## config.mk

```make
export PLATFORM = sky130hd
export DESIGN_NAME = pc_score_counter_up
export DESIGN_NICKNAME = d
export VERILOG_FILES = /design/src/rtl/pc_score_counter_up.sv
export SDC_FILE = /design/constraint.sdc
export NUM_CORES = 1
export LEC_CHECK = 0
export ABC_CLOCK_PERIOD_IN_PS = 7150
export BUFFER_PORTS_ARGS = -buffer_cell sky130_fd_sc_hd__buf_2
export CAP_MARGIN = 15
export CORE_MARGIN = 2
export CORE_UTILIZATION = 60
export CTS_CLUSTER_DIAMETER = 80
export CTS_CLUSTER_SIZE = 28
export DETAILED_ROUTE_END_ITERATION = 16
export GPL_TIMING_DRIVEN = 0
export PLACE_DENSITY = 0.8
export SYNTH_ARGS = -nofsm -noshare
export SYNTH_HDL_FRONTEND = slang
export SYNTH_SLANG_ARGS = --single-unit
```

## constraint.sdc

```tcl
create_clock -name clk -period 7.15 [get_ports clk]
set_clock_uncertainty 0.05 [all_clocks]
set_input_delay 1.43 -clock clk [delete_from_list [all_inputs] [get_ports clk]]
set_output_delay 1.43 -clock clk [all_outputs]
set_load 0.005 [all_outputs]
```

## src/rtl/pc_score_counter_up.sv

```systemverilog
// Computer-opponent score: a two-digit BCD up-counter that advances at a
// difficulty-selected rate and flags a win when it reaches the target score.
module pc_score_counter_up #(
    parameter int CNT_W       = 26,
    parameter int DIV_EASY    = 50000000,
    parameter int DIV_MED     = 25000000,
    parameter int DIV_HARD    = 12500000,
    parameter int TARGET_TENS = 3,
    parameter int TARGET_ONES = 2
) (
    input  logic       clk,
    input  logic       resetn,
    input  logic       start,
    input  logic [1:0] level,
    input  logic       pause,
    input  logic       player_ended,
    output logic [3:0] q0,
    output logic [3:0] q1,
    output logic       ended,
    output logic       step,
    output logic [1:0] state
);

    typedef enum logic [1:0] {
        ST_IDLE   = 2'b00,
        ST_RUN    = 2'b01,
        ST_PAUSED = 2'b10,
        ST_DONE   = 2'b11
    } state_t;

    localparam logic [CNT_W-1:0] EASY_M1 = CNT_W'(DIV_EASY - 1);
    localparam logic [CNT_W-1:0] MED_M1  = CNT_W'(DIV_MED - 1);
    localparam logic [CNT_W-1:0] HARD_M1 = CNT_W'(DIV_HARD - 1);
    localparam logic [3:0]       T_TENS  = 4'(TARGET_TENS);
    localparam logic [3:0]       T_ONES  = 4'(TARGET_ONES);

    state_t           state_q, state_d;
    logic [3:0]       q0_q, q0_d;
    logic [3:0]       q1_q, q1_d;
    logic             ended_q, ended_d;
    logic             step_q, step_d;
    logic [CNT_W-1:0] div_q, div_d;
    logic [1:0]       level_q, level_d;

    logic [CNT_W-1:0] period_m1;
    logic [3:0]       q0_inc;
    logic [3:0]       q1_inc;
    logic             hit_target;

    // Period comes from the level latched at start, never the live input.
    always_comb begin
        period_m1 = HARD_M1;
        case (level_q)
            2'b00:   period_m1 = EASY_M1;
            2'b01:   period_m1 = MED_M1;
            default: period_m1 = HARD_M1;
        endcase
    end

    always_comb begin
        q0_inc = q0_q + 4'd1;
        q1_inc = q1_q;
        if (q0_q == 4'd9) begin
            q0_inc = 4'd0;
            q1_inc = q1_q + 4'd1;
        end
    end

    assign hit_target = (q1_inc == T_TENS) && (q0_inc == T_ONES);

    always_comb begin
        state_d = state_q;
        q0_d    = q0_q;
        q1_d    = q1_q;
        ended_d = ended_q;
        step_d  = 1'b0;
        div_d   = div_q;
        level_d = level_q;
        case (state_q)
            ST_IDLE, ST_DONE: begin
                if (start) begin
                    state_d = ST_RUN;
                    q0_d    = 4'd0;
                    q1_d    = 4'd0;
                    ended_d = 1'b0;
                    div_d   = '0;
                    level_d = level;
                end
            end
            ST_RUN: begin
                // A player finish outranks pause, which outranks a tick.
                if (player_ended) begin
                    state_d = ST_DONE;
                end else if (pause) begin
                    state_d = ST_PAUSED;
                end else if (div_q == period_m1) begin
                    div_d  = '0;
                    q0_d   = q0_inc;
                    q1_d   = q1_inc;
                    step_d = 1'b1;
                    if (hit_target) begin
                        ended_d = 1'b1;
                        state_d = ST_DONE;
                    end
                end else begin
                    div_d = div_q + 1'b1;
                end
            end
            ST_PAUSED: begin
                if (player_ended) begin
                    state_d = ST_DONE;
                end else if (!pause) begin
                    state_d = ST_RUN;
                end
            end
            default: state_d = ST_IDLE;
        endcase
    end

    always_ff @(posedge clk) begin
        if (!resetn) begin
            state_q <= ST_IDLE;
            q0_q    <= 4'd0;
            q1_q    <= 4'd0;
            ended_q <= 1'b0;
            step_q  <= 1'b0;
            div_q   <= '0;
            level_q <= 2'b00;
        end else begin
            state_q <= state_d;
            q0_q    <= q0_d;
            q1_q    <= q1_d;
            ended_q <= ended_d;
            step_q  <= step_d;
            div_q   <= div_d;
            level_q <= level_d;
        end
    end

    assign q0    = q0_q;
    assign q1    = q1_q;
    assign ended = ended_q;
    assign step  = step_q;
    assign state = state_q;

endmodule
```

### Yosys cells after proc, flatten, opt, wreduce, memory -nomap -nowiden

Index checks and enable logic that the tools add are counted.
Widths: inputs -> output; s select.

| word-level totals | value |
|---|---|
| output and inout bits | 12 |
| flip-flop bits (word level) | 40 |
| bits of input ports | 7 |
| logic and storage cells | 71 |

| cells by class | value |
|---|---|
| equality and inequality tests | 16 |
| bitwise operators | 2 |
| add/subtract/negate cells | 3 |
| multiplexer cells | 32 |
| reduce and logical (&&, ||, !) cells | 11 |

Operators with widths:

| operator | number |
|---|---|
| $mux 26 | 4 |
| $pmux 26 s2 | 2 |
| $mux 4 | 9 |
| $add 26x1->26 const B | 1 |
| $eq 26x26->1 | 1 |
| $pmux 4 s2 | 2 |
| $mux 2 | 7 |
| $ne 2x2->1 const B | 5 |
| $add 4x1->4 const B | 2 |
| $eq 4x2->1 const B | 2 |
| $ne 4x4->1 const B | 2 |
| $reduce_and 4->1 | 2 |
| $mux 1 | 6 |
| $pmux 2 s3 | 1 |
| $reduce_and 6->1 | 1 |
| $reduce_and 5->1 | 1 |
| $eq 2x1->1 const B | 2 |
| $eq 2x2->1 const B | 2 |
| $eq 4x4->1 const B | 1 |
| $logic_not 2->1 | 2 |
| $reduce_or 4->1 | 1 |
| $ne 3x3->1 const B | 1 |
| $not 1->1 | 2 |
| $pmux 1 s2 | 1 |
| 4 further kinds | 4 |

### Longest topological paths before layout

Gate-level depths: netlist of run 1.

| logic depth | value |
|---|---|
| depth in word-level cells | 9 |
| gate-level depth with buffers | 11 |
| mapped depth without buffers | 8 |

### Worst setup path after synthesis of run 1

Ideal clock, no wire load.

| timing | value |
|---|---|
| path kind | input port to flip-flop |
| start | input port player_ended |
| end | register q0_q[3], in the netlist q0[3] |
| path buffers | 0 |
| data arrival time | 2700 ps |
| stages on the path | 6 |
| required time | 6982 ps |
| setup time | 118 ps |
| path slack | 4282 ps |
| path through | o21a_1 nor3_1 nand3_1 o21ai_4 mux2i_1 a21oi_1 |

| on the way | value |
|---|---|
| longest elaborated chain between the ends | 2 |

Ends and longest elaborated chain:

| what | RTL line | source |
|---|---|---|
| from (decl) | 16 | `input logic player_ended,` |
| $ne 2x2->1 (no source line) | -- |  |
| $reduce_and 5->1 (no source line) | -- |  |
| to (signal assigned) | 131 | `q0_q <= q0_d;` |
| to (decl) | 38 | `logic [3:0] q0_q, q0_d;` |

Every way passes these cells.
A chain may end at the register's enable or synchronous reset.

### Worst setup path in the final report of run 1

| timing | value |
|---|---|
| start | input port player_ended |
| end | register q1_q[0], in the netlist q1[0] |

| on the way | value |
|---|---|
| longest elaborated chain between the ends | 2 |

Ends and longest elaborated chain:

| what | RTL line | source |
|---|---|---|
| $ne 2x2->1 (no source line) | -- |  |
| $reduce_and 5->1 (no source line) | -- |  |
| to (signal assigned) | 132 | `q1_q <= q1_d;` |
| to (decl) | 39 | `logic [3:0] q1_q, q1_d;` |

Every way passes these cells.

==> tab_implementation.tex, run 1 <==
\begin{tabular}{lr}
\hline
Metric & Value \\
\hline
\multicolumn{2}{l}{\textbf{Critical path}} \\
Required time at the endpoint of the critical path & $\sim$7300 ps \\
Critical setup path kind & in2reg \\
Highest-delay cell along the critical path & nor3\_1 \\
Maximum single-stage delay on the critical path & 460 ps \\
Worst path arrival time & approximately 3100 ps \\
Kind of launch point of the worst setup path & input port \\
Crit-path max FO & 8 \\
Capturing element type of the critical path & register \\
Buffering stage count on the worst path with inverters included & 1 \\
Critical path cell sequence & buf\_2 -> o21a\_1 -> nor3\_1 -> nand3\_1 -> o21ai\_4 -> mux2i\_1 -> a21oi\_1 \\
Gate family responsible for the most delay along the worst path & compound AO/OA/AOI/OAI gates \\
\multicolumn{2}{l}{\textbf{Logic synthesis}} \\
YS warnings & 0 \\
EDFF count, synth & 0 \\
Cells after synthesis & $\sim$280 \\
Synth Register Bits & 40 \\
Net count of the mapped netlist & just under 300 \\
Per-instance average area after synthesis & 8.62 sq um \\
Async SR Flop Fraction & 0\% \\
Synthesized cell area & between 0.002 and 0.0025 sq mm \\
Main flop type after synthesis & dfxtp\_1 \\
Distinct cells, synth & 54 \\
Sequential fraction of the synthesis area & between 30\% and 40\% \\
\multicolumn{2}{l}{\textbf{Power}} \\
Net Switching & around 0.00017 W \\
Portion of total power attributed to combinational logic & a little over a quarter \\
Static leakage & $\sim$0.99 nW \\
Sequential cell fraction of total power & 44.1\% \\
Total power density per cell area & about 200 mW/mm\^{}2 \\
Clock share of power & between 20\% and 30\% \\
Internal Power & $\sim$0.00036 W \\
Fraction of power spent switching nets & about 32\% \\
Worst IR drop on VDD & 185 uV \\
\multicolumn{2}{l}{\textbf{Timing}} \\
Worst slew margin relative to its limit & roughly 58\% \\
Final setup violating endpoints & 0 \\
Unrepaired setup endpoints after global routing & no \\
Sum of negative setup slack & 0 ps \\
Fmax & approximately 330 MHz \\
Period utilization & between 40\% and 50\% \\
Smallest setup slack after layout & a little over 4000 ps \\
Final Hold Viols & 0 \\
Fin. max-slew vios & 0 \\
Transition time at the pin with the least slew margin & 623 ps \\
Min Clock Period, post-route & between 2000 and 3000 ps \\
\multicolumn{2}{l}{\textbf{Floorplanning}} \\
Initial Utilization & between 60\% and 70\% \\
Vertical die dimension & 67.1 um \\
Row cnt & 22 \\
Number of top-level pins & 19 \\
Die width & between 60 and 70 um \\
Area of the die & between 0.004 and 0.005 sq mm \\
Core Region & 0.00374 sq mm \\
\multicolumn{2}{l}{\textbf{GRT}} \\
Remaining global-route overflow & 0 \\
Largest net degree at the start of global routing & 13 \\
Wire length of the first global-routing pass & approximately 8600 um \\
Antenna violations before repair & 0 \\
Total global routing track utilization & between 20\% and 30\% \\
Via count of the first global-routing pass & around 1900 \\
\multicolumn{2}{l}{\textbf{Final layout}} \\
Core occupancy in the finished layout & a little over two thirds \\
Post-layout instance area & between 0.002 and 0.003 sq mm \\
Sequential standard cell area & 801 sq um \\
Filler cell count & 331 \\
Layout overhead on the synthesized area & 10.2\% \\
Most common library cell in the layout ignoring fill and taps & nor2\_1 \\
Layout cell share with drive strength beyond 1 & between 10\% and 20\% \\
Area of the multi-input gates & approximately 0.0015 sq mm \\
Top library cells by usage in the layout, fill and taps aside & 44 x nor2\_1, 40 x dfxtp\_1, 23 x nand2\_1 \\
Antenna cell count & 0 \\
Cell Count, Final, Fillers Out & 351 \\
Final nets & around 320 \\
\multicolumn{2}{l}{\textbf{Route}} \\
Average wire per cell in the routed design & around 14 um \\
Number of remaining DRC errors & 0 \\
Uppermost metal layer occupied by signal nets & met4 \\
First-pass iteration count of the detailed router & 4 \\
Sum of routed wire length over all layers & between 4000 and 5000 um \\
Number of nets with antenna violations after routing & 0 \\
Routed length on met2 & roughly 2300 um \\
Total met3 wirelength after detailed routing & between 200 and 250 um \\
Total via count in the routed design & 2050 \\
M1 WL & 2360 um \\
Via-per-instance ratio & a little under 6 \\
Drt initial violations & around 230 \\
\multicolumn{2}{l}{\textbf{Placed design}} \\
DP Wirelength & around 3700 um \\
Placed cell areas & between 0.002 and 0.003 sq mm \\
Final estimated routing congestion in global placement & around 0.81 \\
Port Buffers & 18 \\
Placed cell count & around 340 \\
Setup slack after placement & 3880 ps \\
\multicolumn{2}{l}{\textbf{Min path}} \\
Worst Hold Class & reg2reg \\
\multicolumn{2}{l}{\textbf{Clock tree}} \\
Setup repair bufs after CTS & 0 \\
Clock-pin slew on the worst setup and hold paths & around 80 ps \\
Gates resized, CTS repair & 0 \\
Master cell of the clock root buffer & clkbuf\_8 \\
Post-CTS Hold Buffers & 0 \\
Number of H-tree levels & 2 \\
Sinks on the clock net & 40 \\
CTS tree & yes \\
Buffer depth of the longest clock path & 2 \\
Clock Latency Late Sink & approximately 290 ps \\
TritonCTS Buffers & 5 \\
\multicolumn{2}{l}{\textbf{Flow run}} \\
Total of max-cap violations & 0 \\
\multicolumn{2}{l}{\textbf{Outcome}} \\
Status & finished clean \\
\hline
\end{tabular}
power by group through the flow:
stage	clock network, W	logic [W]	registers (W)
5_1_grt	0.000168	0.000160	0.000238
3_3_place_gp	0	0.000141	0.000241
3_5_place_dp	0	0.000143	0.000242
6_report	0.000156	0.000144	0.000237
4_1_cts	0.000159	0.000144	0.000237
2_1_floorplan	0	0.000112	0.000240
logic make-up after synthesis:
kind of cell,count (synthesis),share of synthesized area (%)
buffers and inverters,17,5.61
AND/OR/NAND/NOR,150,35.1
flip-flops,40,33.5
AO/OA/AOI/OAI,30,9.43
adder cells (fa/ha/maj),6,3.14
XOR/XNOR,22,8.07
multiplexers,12,5.08
metrics by stage:
step	hold slack (ps)	total power (W)
CTS	483	0.000540
detailed placement	463	0.000385
global route	501	0.000565
global placement	456	0.000382
floorplan	415	0.000352
finish	485	0.000537
synthesized netlist by cell type (2+ instances only):
library cell | number | share of area [%]
a21oi_1 | 9 | 1.9
a22oi_1 | 2 | 0.63
a31oi_1 | 2 | 0.52
and2_1 | 3 | 0.79
and3_1 | 2 | 0.52
and4_1 | 2 | 0.73
buf_6 | 7 | 3.3
dfxtp_1 | 40 | 34
ha_1 | 6 | 3.1
inv_1 | 6 | 0.94
mux2i_1 | 11 | 4.6
nand2_1 | 23 | 3.6
nand2b_1 | 2 | 0.52
nand3_1 | 19 | 4.0
nand3b_1 | 5 | 1.6
nand4_1 | 9 | 2.4
nand4b_1 | 3 | 1.1
nand4bb_1 | 2 | 0.94
nor2_1 | 44 | 6.9
nor2b_1 | 7 | 1.8
nor3_1 | 9 | 1.9
nor4_1 | 2 | 0.52
nor4_2 | 2 | 1.0
nor4b_1 | 3 | 1.1
nor4bb_1 | 2 | 0.84
o21a_1 | 2 | 0.63
o21ai_0 | 4 | 0.84
o21ai_4 | 2 | 1.4
or2b_1 | 2 | 0.63
xnor2_1 | 6 | 2.2
xor2_1 | 16 | 5.9
per-layer routing:
metal  global-route usage (%)  vias up
met1                     34.0      944
met3                     5.24       18
met2                     39.5       60
li1                         -     1028
met4                     10.7        0
met5                        0        -
cell type report:
class / count / share of cell area, %
Buffer: 11 / 4.23
Multi-Input combinational cell: 220 / 55.2
Tap cell: 48 / 2.28
Clock inverter: 2 / 0.381
Clock buffer: 6 / 3.14
Sequential cell: 40 / 30.4
Inverter: 6 / 0.856
Timing Repair Buffer: 18 / 3.43
tightest hold or removal path, cell delays in order, from the launching register on:
cell and delay (ps):
dfxtp_1 360, a32oi_1 70, nor2_1 80
sequential cells by signal (all words and copies together) (netlist names):
signal,flops
ended,1
div_q,26
q0,4
level_q,2
state,2
step,1
q1,4
worst paths after layout:
| check | from | to | slack (ps) | cells after the start |
|---|---|---|---|---|
| setup / recovery | player_ended | q1[0]$_SDFFE_PN0P_ | 4160 | 7 |
| hold reg to reg | div_q[1]$_SDFFE_PN0P_ | div_q[1]$_SDFFE_PN0P_ | 490 | 2 |
| setup reg to reg | state[0]$_SDFFE_PN0P_ | q1[0]$_SDFFE_PN0P_ | 4560 | 10 |
| hold / removal | div_q[1]$_SDFFE_PN0P_ | div_q[1]$_SDFFE_PN0P_ | 490 | 2 |
Note: power is estimated with default switching activity, not from simulation.
==> inputs of run 2 (changes only) <==
--- a/config.mk
+++ b/config.mk
@@ -5,7 +5,7 @@
 export SDC_FILE = /design/constraint.sdc
 export NUM_CORES = 1
 export LEC_CHECK = 0
-export ABC_CLOCK_PERIOD_IN_PS = 7150
+export ABC_CLOCK_PERIOD_IN_PS = 2800
 export BUFFER_PORTS_ARGS = -buffer_cell sky130_fd_sc_hd__buf_2
 export CAP_MARGIN = 15
 export CORE_MARGIN = 2
==> constraint.sdc (replaced) <==
create_clock -name clk -period 2.8 [get_ports clk]
set_clock_uncertainty 0.05 [all_clocks]
set_input_delay 0.56 -clock clk [delete_from_list [all_inputs] [get_ports clk]]
set_output_delay 0.56 -clock clk [all_outputs]
set_load 0.005 [all_outputs]
==> tab_implementation.tex, run 2 (synthesized netlist as in run 1, its figures left out) <==
\begin{tabular}{lr}
\hline
Metric & Value \\
\hline
\multicolumn{2}{l}{\textbf{Outcome}} \\
Status & finished clean (unchanged) \\
\multicolumn{2}{l}{\textbf{Floorplanning}} \\
Number of top-level pins & 19 (unchanged) \\
Vertical die dimension & 67.1 um (unchanged) \\
Area of the die & 0.00450 sq mm (unchanged) \\
Die width & 67.1 um (unchanged) \\
Row cnt & 22 (unchanged) \\
Initial Utilization & 63.8\% (unchanged) \\
Core Region & 0.00374 sq mm (unchanged) \\
\multicolumn{2}{l}{\textbf{Critical path}} \\
Endpoint of the worst register-to-register path & div\_q[20]\$\_SDFFE\_PN0P\_ (was q1[0]\$\_SDFFE\_PN0P\_) \\
Critical setup path kind & reg2reg (was in2reg) \\
Required time at the endpoint of the critical path & 2940 ps (was 7280 ps) \\
Capturing element type of the critical path & register (unchanged) \\
Kind of launch point of the worst setup path & register (was input port) \\
Worst reg2reg path startpoint & state[0]\$\_SDFFE\_PN0P\_ (unchanged) \\
Crit-path max FO & 8 (unchanged) \\
Worst path arrival time & 2660 ps (was 3130 ps) \\
Flop2flop setup slack & 280 ps (was 4560 ps) \\
Worst Reg2Reg Path Length in Cells & 11 (was 10) \\
\multicolumn{2}{l}{\textbf{Route}} \\
Total via count in the routed design & 2029 (was 2050) \\
Number of nets with antenna violations after routing & 0 (unchanged) \\
Number of remaining DRC errors & 0 (unchanged) \\
Via-per-instance ratio & 5.78 (was 5.84) \\
Drt initial violations & 211 (was 229) \\
Average wire per cell in the routed design & 14.3 um (was 14.2 um) \\
First-pass iteration count of the detailed router & 4 (unchanged) \\
Sum of routed wire length over all layers & 5020 um (was 4970 um) \\
\multicolumn{2}{l}{\textbf{Timing}} \\
Min Clock Period, post-route & $\sim$2500 ps \\
Fmax & between 300 and 400 MHz \\
Final setup violating endpoints & 0 (unchanged) \\
Period utilization & between 90\% and 100\% \\
Sum of negative setup slack & 0 ps (unchanged) \\
Worst slew margin relative to its limit & 57.6\% (was 57.9\%) \\
Fin. max-slew vios & 0 (unchanged) \\
Final Hold Viols & 0 (unchanged) \\
Transition time at the pin with the least slew margin & 628 ps (was 623 ps) \\
Unrepaired setup endpoints after global routing & no (unchanged) \\
Smallest setup slack after layout & 277 ps (was 4160 ps) \\
\multicolumn{2}{l}{\textbf{Power}} \\
Static leakage & 0.990 nW (was 0.989 nW) \\
Worst IR drop on VDD & 473 uV (was 185 uV) \\
Total power density per cell area & 522 mW/mm\^{}2 (was 204 mW/mm\^{}2) \\
\multicolumn{2}{l}{\textbf{Clock tree}} \\
Buffer depth of the longest clock path & 2 (unchanged) \\
Sinks on the clock net & 40 (unchanged) \\
Number of H-tree levels & 2 (unchanged) \\
Master cell of the clock root buffer & clkbuf\_8 (unchanged) \\
Clock-pin slew on the worst setup and hold paths & 80 ps (about the same) \\
CTS tree & yes (unchanged) \\
TritonCTS Buffers & 5 (unchanged) \\
Clock Latency Late Sink & 290 ps (about the same) \\
\multicolumn{2}{l}{\textbf{GRT}} \\
Antenna violations before repair & 0 (unchanged) \\
Wire length of the first global-routing pass & 8640 um (was 8620 um) \\
Total global routing track utilization & 25.5\% (was 25.4\%) \\
Largest net degree at the start of global routing & 13 (unchanged) \\
Remaining global-route overflow & 0 (unchanged) \\
Via count of the first global-routing pass & 1881 (was 1882) \\
\multicolumn{2}{l}{\textbf{Final layout}} \\
Filler cell count & 330 (was 331) \\
Antenna cell count & 0 (unchanged) \\
Most common library cell in the layout ignoring fill and taps & nor2\_1 (unchanged) \\
Layout overhead on the synthesized area & 10.4\% (was 10.2\%) \\
Layout cell share with drive strength beyond 1 & 16.5\% (was 16.2\%) \\
Post-layout instance area & 0.00264 sq mm (was 0.00263 sq mm) \\
Max reg flops & 26 (unchanged) \\
Top reg by flops & div\_q (unchanged) \\
Final nets & 315 (unchanged) \\
Top library cells by usage in the layout, fill and taps aside & 44 x nor2\_1, 40 x dfxtp\_1, 23 x nand2\_1 (unchanged) \\
\multicolumn{2}{l}{\textbf{Min path}} \\
Instance count along the most critical hold path & 3 (was 2) \\
Hold\_sp & level[1] (was div\_q[1]\$\_SDFFE\_PN0P\_) \\
Terminating pin of the worst hold path & level\_q[1]\$\_SDFFE\_PN0P\_ (was div\_q[1]\$\_SDFFE\_PN0P\_) \\
Worst Hold Class & in2reg (was reg2reg) \\
\multicolumn{2}{l}{\textbf{Placed design}} \\
Port Buffers & 18 (unchanged) \\
Setup slack after placement & 249 ps (was 3880 ps) \\
Final estimated routing congestion in global placement & 0.808 (unchanged) \\
DP Wirelength & 3700 um (unchanged) \\
Placed cell areas & 0.00254 sq mm (unchanged) \\
\multicolumn{2}{l}{\textbf{Flow run}} \\
Total of max-cap violations & 0 (unchanged) \\
\hline
\end{tabular}
-- run 2: changes by cell type in the layout (fill, tap and decap cells not counted) --
cell | previous run | this run
nor3_2 | 0 | 1
nor3_1 | 9 | 8
-- run 2: stage by stage --
step / cells / total power, W / utilization, % / hold slack, ps
2_1_floorplan: 277 / 0.000899 / - / 415
3_5_place_dp: 343 / 0.000984 / 67.8 / 463
3_3_place_gp: 343 / 0.000976 / 67.8 / 456
5_1_grt: 351 / 0.00145 / 70.4 / 473
4_1_cts: 351 / 0.00138 / 70.3 / 459
6_report: 351 / 0.00137 / 70.4 / 464
-- run 2: area by class of cell --
type / instances / area (sq um) / area share (%)
clock inverters: 2 / 10.0 / 0.380
repair buffers: 18 / 90.1 / 3.42
inverters: 6 / 22.5 / 0.855
clock buffers: 6 / 82.6 / 3.13
multi-input cells: 220 / 1460 / 55.3
well taps: 48 / 60.1 / 2.28
flip-flops and latches: 40 / 801 / 30.4
plain buffers: 11 / 111 / 4.23
-- run 2: worst max-delay path, stage by stage (launching register included) --
cell     delay, ps
dfxtp_1        370
inv_1           60
ha_1           300
buf_6          140
nor2b_4        120
buf_6          130
nor4_2         540
and2_1         200
buf_2          190
nand3_1        110
xor2_1         160
nor2_1          60
-- run 2: timing repair --
item / CTS / global route
hold buffers: 0 / 0
hold endpoints to repair: 0 / 0
gates resized for setup: 0 / 1
setup buffers: 0 / 0
setup endpoints to repair: 0 / 2
-- run 2: metal layers --
layer	share of wire [%]	GRT usage, %	wire length, um
met1	48	34.1	2410
met2	46	39.9	2310
met3	4.3	5.24	218
met4	1.8	9.95	88
met5	0	0	0
-- run 2: worst max path at each step --
| stage | startpoint | endpoint | slack [ps] | cells past startpoint |
|---|---|---|---|---|
| CTS | state[0]$_SDFFE_PN0P_ | q0[3]$_SDFFE_PN0P_ | 230 | 10 |
| detailed placement | state[0]$_SDFFE_PN0P_ | q0[3]$_SDFFE_PN0P_ | 250 | 10 |
| finish | state[0]$_SDFFE_PN0P_ | div_q[20]$_SDFFE_PN0P_ | 280 | 11 |
| global placement | state[0]$_SDFFE_PN0P_ | q1[1]$_SDFFE_PN0P_ | 290 | 10 |
| floorplan | state[0]$_SDFFE_PN0P_ | q0[3]$_SDFFE_PN0P_ | 510 | 10 |
| global route | state[0]$_SDFFE_PN0P_ | div_q[20]$_SDFFE_PN0P_ | 70 | 11 |
-- run 2: power by group --
| group | leakage, nW | switching (W) | total, W | internal (W) |
|---|---|---|---|---|
| clock network | 0.0510 | 0.000201 | 0.000398 | 0.000197 |
| registers | 0.323 | 0.0000206 | 0.000605 | 0.000584 |
| logic | 0.616 | 0.000221 | 0.000372 | 0.000151 |
==> inputs of run 3 (changes only) <==
--- a/config.mk
+++ b/config.mk
@@ -14,7 +14,7 @@
 export CTS_CLUSTER_SIZE = 28
 export DETAILED_ROUTE_END_ITERATION = 16
 export GPL_TIMING_DRIVEN = 0
-export PLACE_DENSITY = 0.8
+export PLACE_DENSITY = 0.88
 export SYNTH_ARGS = -nofsm -noshare
 export SYNTH_HDL_FRONTEND = slang
 export SYNTH_SLANG_ARGS = --single-unit
==> tab_implementation.tex, run 3 (synthesized netlist as in run 1, its figures left out) <==
\begin{tabular}{lr}
\hline
Metric & Value \\
\hline
\multicolumn{2}{l}{\textbf{Power}} \\
Static leakage & 1.02 nW (was 0.990 nW) \\
Worst IR drop on VDD & 592 uV (was 473 uV) \\
Total power density per cell area & 606 mW/mm\^{}2 (was 522 mW/mm\^{}2) \\
Clock share of power & 40.0\% (was 28.9\%) \\
Net Switching & 0.000454 W (was 0.000443 W) \\
Portion of total power attributed to combinational logic & 23.0\% (was 27.0\%) \\
Fraction of power spent switching nets & 27.8\% (was 32.2\%) \\
Sequential cell fraction of total power & 37.1\% (was 44.0\%) \\
Internal Power & 0.00118 W (was 0.000932 W) \\
\multicolumn{2}{l}{\textbf{Floorplanning}} \\
Number of top-level pins & 19 (unchanged) \\
Area of the die & 0.00450 sq mm (unchanged) \\
Row cnt & 22 (unchanged) \\
Vertical die dimension & 67.1 um (unchanged) \\
Core Region & 0.00374 sq mm (unchanged) \\
Die width & 67.1 um (unchanged) \\
Initial Utilization & 63.8\% (unchanged) \\
\multicolumn{2}{l}{\textbf{GRT}} \\
Wire length of the first global-routing pass & 9030 um (was 8640 um) \\
Largest net degree at the start of global routing & 14 (was 13) \\
Antenna violations before repair & 0 (unchanged) \\
Via count of the first global-routing pass & 1996 (was 1881) \\
Remaining global-route overflow & 0 (unchanged) \\
Total global routing track utilization & 26.5\% (was 25.5\%) \\
\multicolumn{2}{l}{\textbf{Critical path}} \\
Start point of the critical path & state[0]\$\_SDFFE\_PN0P\_ (unchanged) \\
Crit-path max FO & 8 (unchanged) \\
Worst path arrival time & 2680 ps (was 2660 ps) \\
Worst reg2reg path startpoint & state[0]\$\_SDFFE\_PN0P\_ (unchanged) \\
Required time at the endpoint of the critical path & 2940 ps (about the same) \\
Kind of launch point of the worst setup path & register (unchanged) \\
Critical setup path kind & reg2reg (unchanged) \\
Capturing element type of the critical path & register (unchanged) \\
\multicolumn{2}{l}{\textbf{Timing}} \\
Final setup violating endpoints & 0 (unchanged) \\
Period utilization & 90.8\% (was 90.1\%) \\
Smallest setup slack after layout & 257 ps (was 277 ps) \\
Fmax & 393 MHz (was 396 MHz) \\
Transition time at the pin with the least slew margin & 639 ps (was 628 ps) \\
Min Clock Period, post-route & 2540 ps (was 2520 ps) \\
Fin. max-slew vios & 0 (unchanged) \\
Sum of negative setup slack & 0 ps (unchanged) \\
Final Hold Viols & 0 (unchanged) \\
Worst slew margin relative to its limit & 56.9\% (was 57.6\%) \\
Unrepaired setup endpoints after global routing & no (unchanged) \\
\multicolumn{2}{l}{\textbf{Route}} \\
M1 WL & 2400 um (was 2410 um) \\
Routed length on met2 & 2570 um (was 2310 um) \\
Number of remaining DRC errors & 0 (unchanged) \\
Drt initial violations & 132 (was 211) \\
Via-per-instance ratio & 6.03 (was 5.78) \\
Average wire per cell in the routed design & 15.1 um (was 14.3 um) \\
Uppermost metal layer occupied by signal nets & met4 (unchanged) \\
Total via count in the routed design & 2118 (was 2029) \\
First-pass iteration count of the detailed router & 5 (was 4) \\
Sum of routed wire length over all layers & 5300 um (was 5020 um) \\
Total met3 wirelength after detailed routing & 254 um (was 218 um) \\
Number of nets with antenna violations after routing & 0 (unchanged) \\
\multicolumn{2}{l}{\textbf{Clock tree}} \\
TritonCTS Buffers & 5 (unchanged) \\
Master cell of the clock root buffer & clkbuf\_8 (unchanged) \\
CTS tree & yes (unchanged) \\
Sinks on the clock net & 40 (unchanged) \\
Post-CTS Hold Buffers & 0 (unchanged) \\
Clock-pin slew on the worst setup and hold paths & 70 ps (was 80 ps) \\
Clock Latency Late Sink & 300 ps (was 290 ps) \\
Number of H-tree levels & 2 (unchanged) \\
Buffer depth of the longest clock path & 2 (unchanged) \\
\multicolumn{2}{l}{\textbf{Final layout}} \\
Most common library cell in the layout ignoring fill and taps & nor2\_1 (unchanged) \\
Antenna cell count & 0 (unchanged) \\
Top library cells by usage in the layout, fill and taps aside & 44 x nor2\_1, 40 x dfxtp\_1, 23 x nand2\_1 (unchanged) \\
Max reg flops & 26 (unchanged) \\
Layout cell share with drive strength beyond 1 & 16.5\% (unchanged) \\
Top reg by flops & div\_q (unchanged) \\
Layout overhead on the synthesized area & 13.2\% (was 10.4\%) \\
Final nets & 315 (unchanged) \\
\multicolumn{2}{l}{\textbf{Min path}} \\
Worst Hold Class & in2reg (unchanged) \\
Hold\_sp & level[1] (unchanged) \\
\multicolumn{2}{l}{\textbf{Flow run}} \\
Total of max-cap violations & 0 (unchanged) \\
\multicolumn{2}{l}{\textbf{Placed design}} \\
Final estimated routing congestion in global placement & 0.870 (was 0.808) \\
Setup slack after placement & 240 ps (was 249 ps) \\
Port Buffers & 18 (unchanged) \\
DP Wirelength & 3800 um (was 3700 um) \\
\multicolumn{2}{l}{\textbf{Outcome}} \\
Status & finished clean (unchanged) \\
\hline
\end{tabular}
==> run 3: cell count changes in the layout (fill, tap and decap cells not counted) <==
cell,previous run,this run
bufinv_16,0,3
clkbuf_8,6,5
clkinv_2,2,0
==> run 3: metal layers <==
layer  vias up  global-route usage, %
met2        64                   44.9
met1      1010                   33.1
li1       1034                      -
met5         -                      0
met3        10                   6.59
met4         0                   7.14
==> run 3: worst paths after layout <==
check             cells past startpoint  slack, ps                      end
setup / recovery                     11        260   div_q[20]$_SDFFE_PN0P_
hold / removal                        3        460  level_q[1]$_SDFFE_PN0P_
setup reg to reg                     11        260   div_q[20]$_SDFFE_PN0P_
hold reg to reg                       2        480  level_q[0]$_SDFFE_PN0P_
==> run 3: repair_timing <==
item	CTS	global route
setup buffers	0	0
gates resized for setup	0	1
setup endpoints to repair	0	3
==> run 3: area by class of cell <==
type                    instances  area [sq um]
well taps                      48          60.1
clock inverters                 3          90.1
multi-input cells             220          1460
plain buffers                  11           111
fillers                       296          1040
repair buffers                 18          90.1
clock buffers                   5          68.8
flip-flops and latches         40           801
inverters                       6          22.5
==> run 3: per-stage QoR <==
step	hold slack [ps]	area, sq um	total power, W	cells	util, %
after floorplan	415	2390	0.000899	277	-
after global placement	447	2540	0.000973	343	67.8
after detailed placement	466	2540	0.000984	343	67.8
after CTS	461	2700	0.00163	351	72.0
after global routing	472	2700	0.00170	351	72.2
final	461	2700	0.00164	351	72.2
==> run 3: worst max-delay path, stage by stage (launching register included) <==
cell	delay, ps
dfxtp_1	410
inv_1	60
ha_1	300
buf_6	140
nor2b_4	120
buf_6	130
nor4_2	510
and2_1	190
buf_2	190
nand3_1	110
xor2_1	170
nor2_1	50
==> run 3: power groups by stage <==
| stage | combinational [W] | clock (W) | sequential [W] |
|---|---|---|---|
| finish | 0.000376 | 0.000654 | 0.000606 |
| CTS | 0.000367 | 0.000660 | 0.000606 |
| detailed placement | 0.000365 | 0 | 0.000619 |
| global route | 0.000412 | 0.000683 | 0.000608 |
| floorplan | 0.000285 | 0 | 0.000614 |
| global placement | 0.000357 | 0 | 0.000616 |
